**src/rtl/sic_exec_lsq_if.sv**
```systemverilog
// Bundle of all packet, operand, ECR, memory, commit and exception signals of sic_exec_lsq.
// The master side is the surrounding pipeline/memory; the slave side is the LSQ itself.
interface sic_exec_lsq_if #(
  parameter int DEPTH    = 2,
  parameter int ID_WIDTH = 4,
  parameter int ECR_ID_W = 1
);
  localparam int CNT_W = $clog2(DEPTH) + 1;

  logic                pkt_valid;
  logic [ID_WIDTH-1:0] pkt_issue_id;
  logic                pkt_mem_read;
  logic                pkt_mem_write;
  logic                pkt_write_gpr;
  logic [1:0]          pkt_size;
  logic                pkt_unsigned;
  logic [31:0]         pkt_imm;
  logic                pkt_read_rs;
  logic                pkt_read_rt;
  logic                pkt_dep_ecr_valid;
  logic [ECR_ID_W-1:0] pkt_dep_ecr_id;
  logic                req_instr;
  logic                rs_valid;
  logic                rt_valid;
  logic [31:0]         rs_rdata;
  logic [31:0]         rt_rdata;
  logic                ecr_read_en;
  logic [ECR_ID_W-1:0] ecr_read_addr;
  logic [1:0]          ecr_read_data;
  logic                mem_req;
  logic [ID_WIDTH-1:0] mem_req_issue_id;
  logic [29:0]         mem_addr;
  logic [3:0]          mem_be;
  logic [31:0]         mem_wdata;
  logic                mem_wen;
  logic                mem_grant;
  logic [31:0]         mem_rdata;
  logic                mem_release_lock;
  logic                reg_wcommit;
  logic [ID_WIDTH-1:0] reg_issue_id;
  logic [31:0]         reg_wdata;
  logic                exc_valid;
  logic [ID_WIDTH-1:0] exc_issue_id;
  logic [31:0]         exc_badaddr;
  logic [CNT_W-1:0]    q_count;

  modport master (
    output pkt_valid, pkt_issue_id, pkt_mem_read, pkt_mem_write, pkt_write_gpr, pkt_size,
           pkt_unsigned, pkt_imm, pkt_read_rs, pkt_read_rt, pkt_dep_ecr_valid, pkt_dep_ecr_id,
           rs_valid, rt_valid, rs_rdata, rt_rdata, ecr_read_data, mem_grant, mem_rdata,
    input  req_instr, ecr_read_en, ecr_read_addr, mem_req, mem_req_issue_id, mem_addr, mem_be,
           mem_wdata, mem_wen, mem_release_lock, reg_wcommit, reg_issue_id, reg_wdata,
           exc_valid, exc_issue_id, exc_badaddr, q_count
  );

  modport slave (
    input  pkt_valid, pkt_issue_id, pkt_mem_read, pkt_mem_write, pkt_write_gpr, pkt_size,
           pkt_unsigned, pkt_imm, pkt_read_rs, pkt_read_rt, pkt_dep_ecr_valid, pkt_dep_ecr_id,
           rs_valid, rt_valid, rs_rdata, rt_rdata, ecr_read_data, mem_grant, mem_rdata,
    output req_instr, ecr_read_en, ecr_read_addr, mem_req, mem_req_issue_id, mem_addr, mem_be,
           mem_wdata, mem_wen, mem_release_lock, reg_wcommit, reg_issue_id, reg_wdata,
           exc_valid, exc_issue_id, exc_badaddr, q_count
  );
endinterface

```
**src/rtl/sic_exec_lsq.sv**
```systemverilog
// Load/store execute stage: one AGU slot waiting on operands/ECR, feeding an in-order
// grant queue that issues word-addressed memory requests and commits load results.
module sic_exec_lsq #(
  parameter int DEPTH    = 2,
  parameter int ID_WIDTH = 4,
  parameter int ECR_ID_W = 1
) (
  input logic clk,
  input logic rst,
  sic_exec_lsq_if.slave bus
);
  localparam int PTR_W = $clog2(DEPTH);
  localparam int CNT_W = PTR_W + 1;

  typedef enum logic [0:0] {IDLE = 1'b0, WAIT_OPND = 1'b1} agu_state_e;

  typedef struct packed {
    logic [ID_WIDTH-1:0] id;
    logic                rd;
    logic                wr;
    logic                wgpr;
    logic [1:0]          size;
    logic                uns;
    logic [31:0]         imm;
    logic                read_rs;
    logic                read_rt;
    logic                dep_v;
    logic [ECR_ID_W-1:0] dep_id;
  } slot_t;

  typedef struct packed {
    logic [ID_WIDTH-1:0] id;
    logic [29:0]         waddr;
    logic [3:0]          be;
    logic [31:0]         wdata;
    logic [1:0]          lane;
    logic [1:0]          size;
    logic                uns;
    logic                rd;
    logic                wr;
    logic                wgpr;
  } entry_t;

  agu_state_e          state_q, state_d;
  slot_t               slot_q, slot_d;
  entry_t              entries_q [DEPTH];
  entry_t              entries_d [DEPTH];
  logic [PTR_W-1:0]    head_q, head_d, tail_q, tail_d;
  logic [CNT_W-1:0]    count_q, count_d;
  logic                exc_valid_q, exc_valid_d;
  logic [ID_WIDTH-1:0] exc_id_q, exc_id_d;
  logic [31:0]         exc_addr_q, exc_addr_d;

  logic        busy_s, ecr_en_s, rf_ok_s, ecr_ok_s, abort_s, go_s, bad_s;
  logic        full_s, deq_s, enq_s, take_exc_s, mem_req_s, commit_s;
  logic [31:0] addr_s, ld_data_s;
  logic [7:0]  ld_byte_s;
  logic [15:0] ld_half_s;
  entry_t      new_entry_s, head_s;

  // AGU slot decision: abort beats exception beats enqueue; anything else stalls.
  always_comb begin
    busy_s    = (state_q == WAIT_OPND);
    ecr_en_s  = busy_s && slot_q.dep_v && !rst;
    rf_ok_s   = (!slot_q.read_rs || bus.rs_valid) && (!slot_q.read_rt || bus.rt_valid);
    ecr_ok_s  = !slot_q.dep_v || (bus.ecr_read_data == 2'b01);
    abort_s   = ecr_en_s && (bus.ecr_read_data == 2'b10);
    addr_s    = bus.rs_rdata + slot_q.imm;
    bad_s     = (slot_q.size == 2'd3) ||
                ((slot_q.size == 2'd1) && addr_s[0]) ||
                ((slot_q.size == 2'd2) && (addr_s[1:0] != 2'b00));
    full_s    = (count_q == CNT_W'(DEPTH));
    mem_req_s = (count_q != {CNT_W{1'b0}}) && !rst;
    deq_s     = mem_req_s && bus.mem_grant;
    go_s      = busy_s && !rst && !abort_s && rf_ok_s && ecr_ok_s;
    take_exc_s = go_s && bad_s;
    enq_s     = go_s && !bad_s && (!full_s || deq_s);

    new_entry_s       = '0;
    new_entry_s.id    = slot_q.id;
    new_entry_s.waddr = addr_s[31:2];
    new_entry_s.lane  = addr_s[1:0];
    new_entry_s.size  = slot_q.size;
    new_entry_s.uns   = slot_q.uns;
    new_entry_s.rd    = slot_q.rd;
    new_entry_s.wr    = slot_q.wr;
    new_entry_s.wgpr  = slot_q.wgpr;
    case (slot_q.size)
      2'd0: begin
        new_entry_s.be    = 4'b0001 << addr_s[1:0];
        new_entry_s.wdata = {4{bus.rt_rdata[7:0]}};
      end
      2'd1: begin
        new_entry_s.be    = addr_s[1] ? 4'b1100 : 4'b0011;
        new_entry_s.wdata = {2{bus.rt_rdata[15:0]}};
      end
      default: begin
        new_entry_s.be    = 4'b1111;
        new_entry_s.wdata = bus.rt_rdata;
      end
    endcase

    slot_d = slot_q;
    case (state_q)
      IDLE: begin
        if (bus.pkt_valid) begin
          state_d        = WAIT_OPND;
          slot_d.id      = bus.pkt_issue_id;
          slot_d.rd      = bus.pkt_mem_read;
          slot_d.wr      = bus.pkt_mem_write;
          slot_d.wgpr    = bus.pkt_write_gpr;
          slot_d.size    = bus.pkt_size;
          slot_d.uns     = bus.pkt_unsigned;
          slot_d.imm     = bus.pkt_imm;
          slot_d.read_rs = bus.pkt_read_rs;
          slot_d.read_rt = bus.pkt_read_rt;
          slot_d.dep_v   = bus.pkt_dep_ecr_valid;
          slot_d.dep_id  = bus.pkt_dep_ecr_id;
        end else begin
          state_d = IDLE;
        end
      end
      WAIT_OPND: begin
        if (abort_s || take_exc_s || enq_s) begin
          state_d = IDLE;
        end else begin
          state_d = WAIT_OPND;
        end
      end
      default: state_d = IDLE;
    endcase

    exc_valid_d = take_exc_s;
    exc_id_d    = take_exc_s ? slot_q.id : {ID_WIDTH{1'b0}};
    exc_addr_d  = take_exc_s ? addr_s : 32'd0;
  end

  // Grant queue bookkeeping; an enqueued entry is only visible at the head next cycle.
  always_comb begin
    entries_d = entries_q;
    if (enq_s) begin
      entries_d[tail_q] = new_entry_s;
    end else begin
      entries_d[tail_q] = entries_q[tail_q];
    end
    tail_d  = tail_q + PTR_W'(enq_s);
    head_d  = head_q + PTR_W'(deq_s);
    count_d = count_q + CNT_W'(enq_s) - CNT_W'(deq_s);
  end

  // Head-entry load data extraction by lane and extension mode.
  always_comb begin
    head_s    = entries_q[head_q];
    commit_s  = deq_s && head_s.rd && head_s.wgpr;
    ld_byte_s = bus.mem_rdata[{head_s.lane, 3'b000} +: 8];
    ld_half_s = head_s.lane[1] ? bus.mem_rdata[31:16] : bus.mem_rdata[15:0];
    case (head_s.size)
      2'd0:    ld_data_s = head_s.uns ? {24'd0, ld_byte_s} : {{24{ld_byte_s[7]}}, ld_byte_s};
      2'd1:    ld_data_s = head_s.uns ? {16'd0, ld_half_s} : {{16{ld_half_s[15]}}, ld_half_s};
      default: ld_data_s = bus.mem_rdata;
    endcase
  end

  // All state registers with synchronous reset.
  always_ff @(posedge clk) begin
    if (rst) begin
      state_q     <= IDLE;
      slot_q      <= '0;
      head_q      <= '0;
      tail_q      <= '0;
      count_q     <= '0;
      exc_valid_q <= 1'b0;
      exc_id_q    <= '0;
      exc_addr_q  <= 32'd0;
      for (int i = 0; i < DEPTH; i++) begin
        entries_q[i] <= '0;
      end
    end else begin
      state_q     <= state_d;
      slot_q      <= slot_d;
      head_q      <= head_d;
      tail_q      <= tail_d;
      count_q     <= count_d;
      exc_valid_q <= exc_valid_d;
      exc_id_q    <= exc_id_d;
      exc_addr_q  <= exc_addr_d;
      entries_q   <= entries_d;
    end
  end

  assign bus.req_instr        = (!busy_s || rst) && !bus.pkt_valid;
  assign bus.ecr_read_en      = ecr_en_s;
  assign bus.ecr_read_addr    = ecr_en_s ? slot_q.dep_id : {ECR_ID_W{1'b0}};
  assign bus.mem_req          = mem_req_s;
  assign bus.mem_req_issue_id = mem_req_s ? head_s.id : {ID_WIDTH{1'b0}};
  assign bus.mem_addr         = mem_req_s ? head_s.waddr : 30'd0;
  assign bus.mem_be           = mem_req_s ? head_s.be : 4'd0;
  assign bus.mem_wdata        = mem_req_s ? head_s.wdata : 32'd0;
  assign bus.mem_wen          = deq_s && head_s.wr;
  assign bus.mem_release_lock = deq_s;
  assign bus.reg_wcommit      = commit_s;
  assign bus.reg_issue_id     = commit_s ? head_s.id : {ID_WIDTH{1'b0}};
  assign bus.reg_wdata        = commit_s ? ld_data_s : 32'd0;
  assign bus.exc_valid        = exc_valid_q && !rst;
  assign bus.exc_issue_id     = rst ? {ID_WIDTH{1'b0}} : exc_id_q;
  assign bus.exc_badaddr      = rst ? 32'd0 : exc_addr_q;
  assign bus.q_count          = rst ? {CNT_W{1'b0}} : count_q;
endmodule

```
**src/flat_wrapper.sv**
```systemverilog
// flat-port wrapper written by rule: the top's interface ports become plain ports
module sic_exec_lsq_flat 
#(
  parameter int DEPTH    = 2,
  parameter int ID_WIDTH = 4,
  parameter int ECR_ID_W = 1
)
  (clk, rst, bus_pkt_valid, bus_pkt_issue_id, bus_pkt_mem_read, bus_pkt_mem_write, bus_pkt_write_gpr, bus_pkt_size, bus_pkt_unsigned, bus_pkt_imm, bus_pkt_read_rs, bus_pkt_read_rt, bus_pkt_dep_ecr_valid, bus_pkt_dep_ecr_id, bus_rs_valid, bus_rt_valid, bus_rs_rdata, bus_rt_rdata, bus_ecr_read_data, bus_mem_grant, bus_mem_rdata, bus_req_instr, bus_ecr_read_en, bus_ecr_read_addr, bus_mem_req, bus_mem_req_issue_id, bus_mem_addr, bus_mem_be, bus_mem_wdata, bus_mem_wen, bus_mem_release_lock, bus_reg_wcommit, bus_reg_issue_id, bus_reg_wdata, bus_exc_valid, bus_exc_issue_id, bus_exc_badaddr, bus_q_count);
  sic_exec_lsq_if #(.DEPTH(DEPTH), .ID_WIDTH(ID_WIDTH), .ECR_ID_W(ECR_ID_W)) bus_i ();
  input logic clk;
  input logic rst;
  input wire logic [$bits(bus_i.pkt_valid)-1:0] bus_pkt_valid;
  input wire logic [$bits(bus_i.pkt_issue_id)-1:0] bus_pkt_issue_id;
  input wire logic [$bits(bus_i.pkt_mem_read)-1:0] bus_pkt_mem_read;
  input wire logic [$bits(bus_i.pkt_mem_write)-1:0] bus_pkt_mem_write;
  input wire logic [$bits(bus_i.pkt_write_gpr)-1:0] bus_pkt_write_gpr;
  input wire logic [$bits(bus_i.pkt_size)-1:0] bus_pkt_size;
  input wire logic [$bits(bus_i.pkt_unsigned)-1:0] bus_pkt_unsigned;
  input wire logic [$bits(bus_i.pkt_imm)-1:0] bus_pkt_imm;
  input wire logic [$bits(bus_i.pkt_read_rs)-1:0] bus_pkt_read_rs;
  input wire logic [$bits(bus_i.pkt_read_rt)-1:0] bus_pkt_read_rt;
  input wire logic [$bits(bus_i.pkt_dep_ecr_valid)-1:0] bus_pkt_dep_ecr_valid;
  input wire logic [$bits(bus_i.pkt_dep_ecr_id)-1:0] bus_pkt_dep_ecr_id;
  input wire logic [$bits(bus_i.rs_valid)-1:0] bus_rs_valid;
  input wire logic [$bits(bus_i.rt_valid)-1:0] bus_rt_valid;
  input wire logic [$bits(bus_i.rs_rdata)-1:0] bus_rs_rdata;
  input wire logic [$bits(bus_i.rt_rdata)-1:0] bus_rt_rdata;
  input wire logic [$bits(bus_i.ecr_read_data)-1:0] bus_ecr_read_data;
  input wire logic [$bits(bus_i.mem_grant)-1:0] bus_mem_grant;
  input wire logic [$bits(bus_i.mem_rdata)-1:0] bus_mem_rdata;
  output wire logic [$bits(bus_i.req_instr)-1:0] bus_req_instr;
  output wire logic [$bits(bus_i.ecr_read_en)-1:0] bus_ecr_read_en;
  output wire logic [$bits(bus_i.ecr_read_addr)-1:0] bus_ecr_read_addr;
  output wire logic [$bits(bus_i.mem_req)-1:0] bus_mem_req;
  output wire logic [$bits(bus_i.mem_req_issue_id)-1:0] bus_mem_req_issue_id;
  output wire logic [$bits(bus_i.mem_addr)-1:0] bus_mem_addr;
  output wire logic [$bits(bus_i.mem_be)-1:0] bus_mem_be;
  output wire logic [$bits(bus_i.mem_wdata)-1:0] bus_mem_wdata;
  output wire logic [$bits(bus_i.mem_wen)-1:0] bus_mem_wen;
  output wire logic [$bits(bus_i.mem_release_lock)-1:0] bus_mem_release_lock;
  output wire logic [$bits(bus_i.reg_wcommit)-1:0] bus_reg_wcommit;
  output wire logic [$bits(bus_i.reg_issue_id)-1:0] bus_reg_issue_id;
  output wire logic [$bits(bus_i.reg_wdata)-1:0] bus_reg_wdata;
  output wire logic [$bits(bus_i.exc_valid)-1:0] bus_exc_valid;
  output wire logic [$bits(bus_i.exc_issue_id)-1:0] bus_exc_issue_id;
  output wire logic [$bits(bus_i.exc_badaddr)-1:0] bus_exc_badaddr;
  output wire logic [$bits(bus_i.q_count)-1:0] bus_q_count;
  assign bus_i.pkt_valid = bus_pkt_valid;
  assign bus_i.pkt_issue_id = bus_pkt_issue_id;
  assign bus_i.pkt_mem_read = bus_pkt_mem_read;
  assign bus_i.pkt_mem_write = bus_pkt_mem_write;
  assign bus_i.pkt_write_gpr = bus_pkt_write_gpr;
  assign bus_i.pkt_size = bus_pkt_size;
  assign bus_i.pkt_unsigned = bus_pkt_unsigned;
  assign bus_i.pkt_imm = bus_pkt_imm;
  assign bus_i.pkt_read_rs = bus_pkt_read_rs;
  assign bus_i.pkt_read_rt = bus_pkt_read_rt;
  assign bus_i.pkt_dep_ecr_valid = bus_pkt_dep_ecr_valid;
  assign bus_i.pkt_dep_ecr_id = bus_pkt_dep_ecr_id;
  assign bus_i.rs_valid = bus_rs_valid;
  assign bus_i.rt_valid = bus_rt_valid;
  assign bus_i.rs_rdata = bus_rs_rdata;
  assign bus_i.rt_rdata = bus_rt_rdata;
  assign bus_i.ecr_read_data = bus_ecr_read_data;
  assign bus_i.mem_grant = bus_mem_grant;
  assign bus_i.mem_rdata = bus_mem_rdata;
  assign bus_req_instr = bus_i.req_instr;
  assign bus_ecr_read_en = bus_i.ecr_read_en;
  assign bus_ecr_read_addr = bus_i.ecr_read_addr;
  assign bus_mem_req = bus_i.mem_req;
  assign bus_mem_req_issue_id = bus_i.mem_req_issue_id;
  assign bus_mem_addr = bus_i.mem_addr;
  assign bus_mem_be = bus_i.mem_be;
  assign bus_mem_wdata = bus_i.mem_wdata;
  assign bus_mem_wen = bus_i.mem_wen;
  assign bus_mem_release_lock = bus_i.mem_release_lock;
  assign bus_reg_wcommit = bus_i.reg_wcommit;
  assign bus_reg_issue_id = bus_i.reg_issue_id;
  assign bus_reg_wdata = bus_i.reg_wdata;
  assign bus_exc_valid = bus_i.exc_valid;
  assign bus_exc_issue_id = bus_i.exc_issue_id;
  assign bus_exc_badaddr = bus_i.exc_badaddr;
  assign bus_q_count = bus_i.q_count;
  sic_exec_lsq #(.DEPTH(DEPTH), .ID_WIDTH(ID_WIDTH), .ECR_ID_W(ECR_ID_W)) u_core (.clk(clk), .rst(rst), .bus(bus_i));
endmodule
```
**config.mk**
```make
export PLATFORM = sky130hd
export DESIGN_NAME = sic_exec_lsq_flat
export DESIGN_NICKNAME = d
export VERILOG_FILES = /design/src/rtl/sic_exec_lsq_if.sv /design/src/rtl/sic_exec_lsq.sv /design/src/flat_wrapper.sv
export SDC_FILE = /design/constraint.sdc
export NUM_CORES = 1
export LEC_CHECK = 0
export ABC_CLOCK_PERIOD_IN_PS = 3200
export CAP_MARGIN = 20
export CORE_MARGIN = 5
export CORE_UTILIZATION = 41
export CTS_BUF_LIST = sky130_fd_sc_hd__clkbuf_16
export CTS_CLUSTER_SIZE = 28
export DETAILED_ROUTE_END_ITERATION = 6
export GPL_TIMING_DRIVEN = 0
export HOLD_SLACK_MARGIN = 0.15
export PLACE_DENSITY = 0.67
export SETUP_SLACK_MARGIN = 0.3
export SLEW_MARGIN = 10
export SYNTH_ARGS = -nofsm -noshare
export SYNTH_HDL_FRONTEND = slang
export SYNTH_SLANG_ARGS = --single-unit
```
**constraint.sdc**
```tcl
create_clock -name clk -period 3.2 [get_ports clk]
set_input_delay 0.64 -clock clk [delete_from_list [all_inputs] [get_ports clk]]
set_output_delay 0.64 -clock clk [all_outputs]
set_load 0.02 [all_outputs]
```
Word level (Yosys, flattened, before mapping). Index checks and enable logic that the tools add are counted.

Shifts and indexed selects: 2. Reductions and logical operators: 45. Divide/modulo/power cells: 0. Magnitude comparators: 3. Bitwise gates (word level): 4. Multiplexer cells: 30. $mul: 0. Add/sub/neg operators: 5. Equality and inequality tests: 7.

Operators by type and width (number): $mux 78 (7); $bwmux 156 (2); $mux 32 (5); $mux 156 (1); $demux 78 s1 (1); $pmux 36 s2 (1); $pmux 32 s2 (1); $add 32x32->32 (1); $shiftx 32x6->8 (1); $mux 30 (1); $logic_and 1x1->1 (21); $mux 4 (5); $mux 16 (1); $logic_not 1->1 (9); $logic_or 1x1->1 (9); $eq 2x2->1 const B (4); $eq 2x1->1 const B (3); $ge 2x2->1 const B (2); $logic_not 2->1 (2); $not 1->2 (2); $reduce_bool 2->1 (2); $shl 1x2->4 const A (1); $mux 1 (3); $add 1x1->1 (2); other kinds (8) (9).

Memories kept: 0. ROM bits: 0. Register bits: 244. Output and inout port bits: 152. RAM bits: 0. Input port bits: 150. Bits in latches: 0. Word-level logic and storage cells: 134.

Longest topological paths before layout.
Depth after elaboration: 12. Mapped depth: 11. Mapped depth without buffers: 9.

Worst setup path before layout. Ideal clock, no wire load.

Path kind: input to output. Start: input port bus_mem_grant. End: output port bus_reg_wdata[5]. Required time: 2.560 ns. Slack: -0.003 ns. Stages: 7. Buffers on the path: 1. Arrival: 2.563 ns. Cell sequence: nor2b_1 o21a_1 nand2_1 inv_1 clkbuf_1 o21ai_0 a211oi_1.

Cells in the longest elaborated chain, start to end: 4.

RTL lines: from (decl) (RTL line flat_wrapper.sv:29) `input wire logic [$bits(bus_i.mem_grant)-1:0] bus_mem_grant;`; $logic_and 1x1->1 (RTL line sic_exec_lsq.sv:74) `deq_s = mem_req_s && bus.mem_grant;`; net bus_mem_release_lock (RTL line flat_wrapper.sv:40) `output wire logic [$bits(bus_i.mem_release_lock)-1:0] bus_mem_release_lock;`; $logic_and 1x1->1 (2 in series) (RTL line sic_exec_lsq.sv:154) `commit_s = deq_s && head_s.rd && head_s.wgpr;`; net bus_reg_wcommit (RTL line flat_wrapper.sv:41) `output wire logic [$bits(bus_i.reg_wcommit)-1:0] bus_reg_wcommit;`; $mux 32 (RTL line sic_exec_lsq.sv:203) `assign bus.reg_wdata = commit_s ? ld_data_s : 32'd0;`; to (decl) (RTL line flat_wrapper.sv:43) `output wire logic [$bits(bus_i.reg_wdata)-1:0] bus_reg_wdata;`.

The timed path passes the listed nets, and every way through them passes these cells.

Final worst setup path.
Start: register u_core.head_q. End: output port bus_reg_wdata[21].

Cells in the longest elaborated chain, start to end: 8. Elaborated cells on any way between the ends: 14. Classes of those cells: eq/ne (1); shift (1); mux (8); bitwise (1); reduce/logical (3).

RTL lines: from (decl) (RTL line sic_exec_lsq.sv:48) `logic [PTR_W-1:0] head_q, head_d, tail_q, tail_d;`; from (signal assigned) (RTL line sic_exec_lsq.sv:169) `head_q <= '0;`; from (signal assigned) (RTL line sic_exec_lsq.sv:181) `head_q <= head_d;`; $not 1->2 (implied by the code) * (RTL line sic_exec_lsq.sv:153) `head_s = entries_q[head_q];`; $mux 78 (implied by the code) * (3 in series) (RTL line sic_exec_lsq.sv:153); $shiftx 32x6->8 / $mux 16 (equally long branches) (RTL line sic_exec_lsq.sv:155, sic_exec_lsq.sv:156); $mux 32, on equally long branches (RTL line sic_exec_lsq.sv:158, sic_exec_lsq.sv:159); $pmux 32 s2 (RTL line sic_exec_lsq.sv:157) `case (head_s.size)`; $mux 32 * (RTL line sic_exec_lsq.sv:203).

Mark *: on every way between the ends. The rest lies on a longest branch, timed or not. The select of a mux whose other input is x is not followed.

==> impl_metrics.tcl <==
set metrics [dict create \
    ys_async_sr_fraction_pct 0 \
    endpoint_kind "primary output" \
    ant_nets 0 \
    ff2ff_setup_slack_ps 450 \
    fp.dieH_um 185 \
    yosys-top-cells-area "dfxtp_1 (39%), nand2_1 (9.1%), mux2i_1 (9.0%), a21oi_1 (7.2%), nor2_1 (5.1%)" \
    viasPerCell 5.47 \
    rsz0062_at_grt "true" \
    grt_usage_pct 25.9 \
    setup_slack_ps -150 \
    cts_root_buf "clkbuf_16" \
    drive_above_1_share_pct 14.5 \
    start_util_pct 41.4 \
    critPathMaxFanout 5 \
    regArea_sq_mm 0.00489 \
    synth-seq-cells 244 \
    ys_seq_area_share_pct 38.8 \
    core_area_sq_mm 0.0304 \
    p_leak_uw 0.00743 \
    grt-ovfl-total 0 \
    setup_viol 25 \
    clk_path_buf_depth 3 \
    wirelength_um 47600 \
    io_buffer_count 301 \
    dpl-instance-area_sq_mm 0.0161 \
    crit_slowest_cell "mux4_2" \
    antenna_found_initial 0 \
    critPathKind "flip-flop to primary output" \
    cp.required_ps 2560 \
    yosysWarnings 0 \
    vdd_drop_max_v 0.000310 \
    violations "negative setup slack" \
    grtUsageMet2_pct 45.2 \
    grt_pass1_wl_um 70600 \
    start_kind "flip-flop" \
    multi_input_area_sq_mm 0.00779 \
    n_fill_cell 2730 \
    outcome "finished, violations left" \
    crit_start "u_core.head_q$_SDFF_PP0_" \
    path_buf_inv 3 \
    drc 0 \
    r2r-end "u_core.entries_q[64]$_SDFFE_PP0P_" \
    grt_util_met3_pct 5.24 \
    synth_top_area_share_pct 38.8 \
    gr-max-usage-layer "met2" \
    cts_inserted_buffers 27 \
    ioPinCount 302 \
    crit_chain "buf_8, mux2i_4, mux4_2, or3b_4, nand2_4, o21ai_4, a21oi_4, buf_6, o21a_4, buf_6" \
    fin_skew_ps 11.1 \
    syn_to_final_growth_pct 44.4 \
    place_ws_ps -1300 \
    syn-instance-count 1596 \
    slew_viol_final 0 \
    synth-edff-count 0 \
    clock.fmax_ghz 0.299 \
    cts_tree "yes" \
    syn-num-nets 1780 \
    synth_area_per_cell_sq_um 7.89 \
    min_delay_path_depth 2 \
    first_global_vias 12796 \
    drt-initial-drc-count 988 \
    tightest_slew_ps 1060 \
    clk_pin_slew_ps 60 \
    finalHoldViolCount 0 \
    worstPathArrival_ps 2710 \
    grt_max_degree 13 \
    ys.flop_type "dfxtp_1" \
    yosysUniqueCellTypes 69 \
    maxCapViolCount 0 \
    insertion_delay_ps 530 \
    rows 64 \
    finalInstanceArea_sq_mm 0.0182 \
    p_per_area_mw_per_mm2 425 \
    antenna_cells 0 \
    crit_family "multiplexers" \
    fin_crit_ps 3350 \
    fin_crit_sh_pct 105 \
    rr_startpoint "u_core.slot_q[4]$_SDFFE_PP0P_" \
    hold_buffers 0 \
    cp-endpoint "bus_reg_wdata[21]" \
    htreeDepth 1 \
    syn_area_sq_mm 0.0126 \
    dr.pass1.iters 6 \
    gp_congestion 0.923 \
    slowest_delay_ps 520 \
    p_total_uw 7720 \
    hold_class "flip-flop to flip-flop" \
    path_common_cell "buf_6" \
    hpwlAfterDp_um 34700 \
    nNetsFinal 2157 \
    cp.depth 10 \
    cts_num_sinks 244 \
    fp.dieW_um 185 \
    synth.largest_area_cell "dfxtp_1" \
    reg2reg_depth 10 \
    post_drt_wl_per_cell_um 19.9 \
    globalRouteMet1Util_pct 32.7 \
    relSlewSlack_pct 28.8 \
    fp.dieArea_sq_mm 0.0343 \
    vias 13052 \
]
[flip-flops by register name, summed over array words and instances (netlist names)]
| name | cells |
|---|---|
| u_core.busy_s | 1 |
| u_core.count_q | 2 |
| u_core.entries_q | 156 |
| u_core.exc_addr_q | 32 |
| u_core.exc_id_q | 4 |
| u_core.exc_valid_q | 1 |
| u_core.head_q | 1 |
| u_core.new_entry_s | 10 |
| u_core.slot_q | 36 |
| u_core.tail_q | 1 |
[timing repair]
action | in CTS | in global routing
cloned | 2 | 0
buffers inserted | 30 | 15
setup endpoints to repair | 341 | 213
resized for setup | 466 | 102
pin swaps | 31 | 32
[how the worst min path moves through the flow]
stage / startpoint / end / slack, ps
2_1_floorplan: u_core.slot_q[0]$_SDFFE_PP0P_ / u_core.slot_q[0]$_SDFFE_PP0P_ / 430
3_3_place_gp: u_core.slot_q[0]$_SDFFE_PP0P_ / u_core.slot_q[0]$_SDFFE_PP0P_ / 440
3_5_place_dp: u_core.entries_q[51]$_SDFFE_PP0P_ / u_core.entries_q[51]$_SDFFE_PP0P_ / 450
4_1_cts: u_core.entries_q[51]$_SDFFE_PP0P_ / u_core.entries_q[51]$_SDFFE_PP0P_ / 450
5_1_grt: u_core.entries_q[131]$_SDFFE_PP0N_ / u_core.entries_q[131]$_SDFFE_PP0N_ / 470
6_report: u_core.entries_q[123]$_SDFFE_PP0N_ / u_core.entries_q[123]$_SDFFE_PP0N_ / 450
[metrics by stage]
stage / cells / TNS, ps / hold WS [ps] / utilization [%]
6_report: 2388 / -3010 / 454 / 59.8
5_1_grt: 2388 / -5120 / 471 / 59.8
4_1_cts: 2373 / -1900 / 454 / 58.4
3_5_place_dp: 2293 / -286050 / 447 / 53.0
3_3_place_gp: 2293 / -275800 / 440 / 53.0
2_1_floorplan: 1596 / 0 / 432 / -
[synth_stat cells (all sizes together), types with 27 or more instances]
library cell  count
dfxtp           244
nor2            171
nand2           305
nor2b            45
mux2i           114
ha               33
a21oi           184
clkbuf           92
nor3             27
o21ai            43
a211oi           53
buf              27
[logic make-up (layout without fill, tap and decap cells)]
| logic type | after synthesis | in the layout | share of synthesized area, % |
|---|---|---|---|
| and+or+nand+nor | 659 | 659 | 23.4 |
| AOI/OAI and AO/OA | 385 | 385 | 19.1 |
| DFF | 244 | 244 | 38.8 |
| buffers and inverters | 135 | 531 | 4.16 |
| muxes | 117 | 117 | 9.52 |
| adders and majority gates | 34 | 34 | 3.44 |
| xor gates and xnor gates | 22 | 22 | 1.53 |
[layout by cell type, fill, tap and decap left out, types with 9 or more instances in the layout]
cell type / instances
mux2i_1: 102
nand3b_1: 22
clkbuf_16: 27
clkdlybuf4s50_1: 168
and2_1: 18
nand4_1: 10
nand3_1: 19
clkbuf_2: 19
dlymetal6s2s_1: 28
nor2_1: 159
clkbuf_1: 48
dlygate4sd2_1: 70
a211oi_1: 45
xnor2_1: 14
nor3_1: 25
ha_1: 24
o21a_1: 24
buf_6: 42
buf_4: 53
clkbuf_4: 15
a21oi_1: 174
dfxtp_1: 243
and3_1: 9
inv_1: 22
nand2_1: 300
a21o_1: 18
o21ai_0: 37
nor2b_1: 42
[per-layer routing]
metal,vias up,wire length [um]
met5,-,0
met4,0,1420
met3,98,4090
met2,552,22300
met1,6134,19700
li1,6268,-
[power by group]
part	leakage (uW)	switching [uW]	internal [uW]
combinational	0.00502	905	672
sequential	0.00198	63.6	3150
clock	0.000435	1250	1680
total	0.00743	2220	5500
[worst register-to-register path: cells and delay by family, from the launching register on]
family / cells / cell delay [ps]
AO/OA/AOI/OAI: 5 / 770
flip-flops: 1 / 360
adder cells (fa/ha/maj): 2 / 410
XOR/XNOR: 1 / 310
AND/OR/NAND/NOR: 1 / 600
buffers and inverters: 1 / 180
[final cells by class]
cell class                      count  area share, %
Multi-Input combinational cell   1217           42.8
Sequential cell                   244           26.9
Timing Repair Buffer              348           18.8
Buffer                            119           3.98
Clock buffer                       27           3.72
Tap cell                          396           2.72
Clock inverter                     21          0.764
Inverter                           16          0.358
No activity file was read; power rests on OpenSTA's default activity.
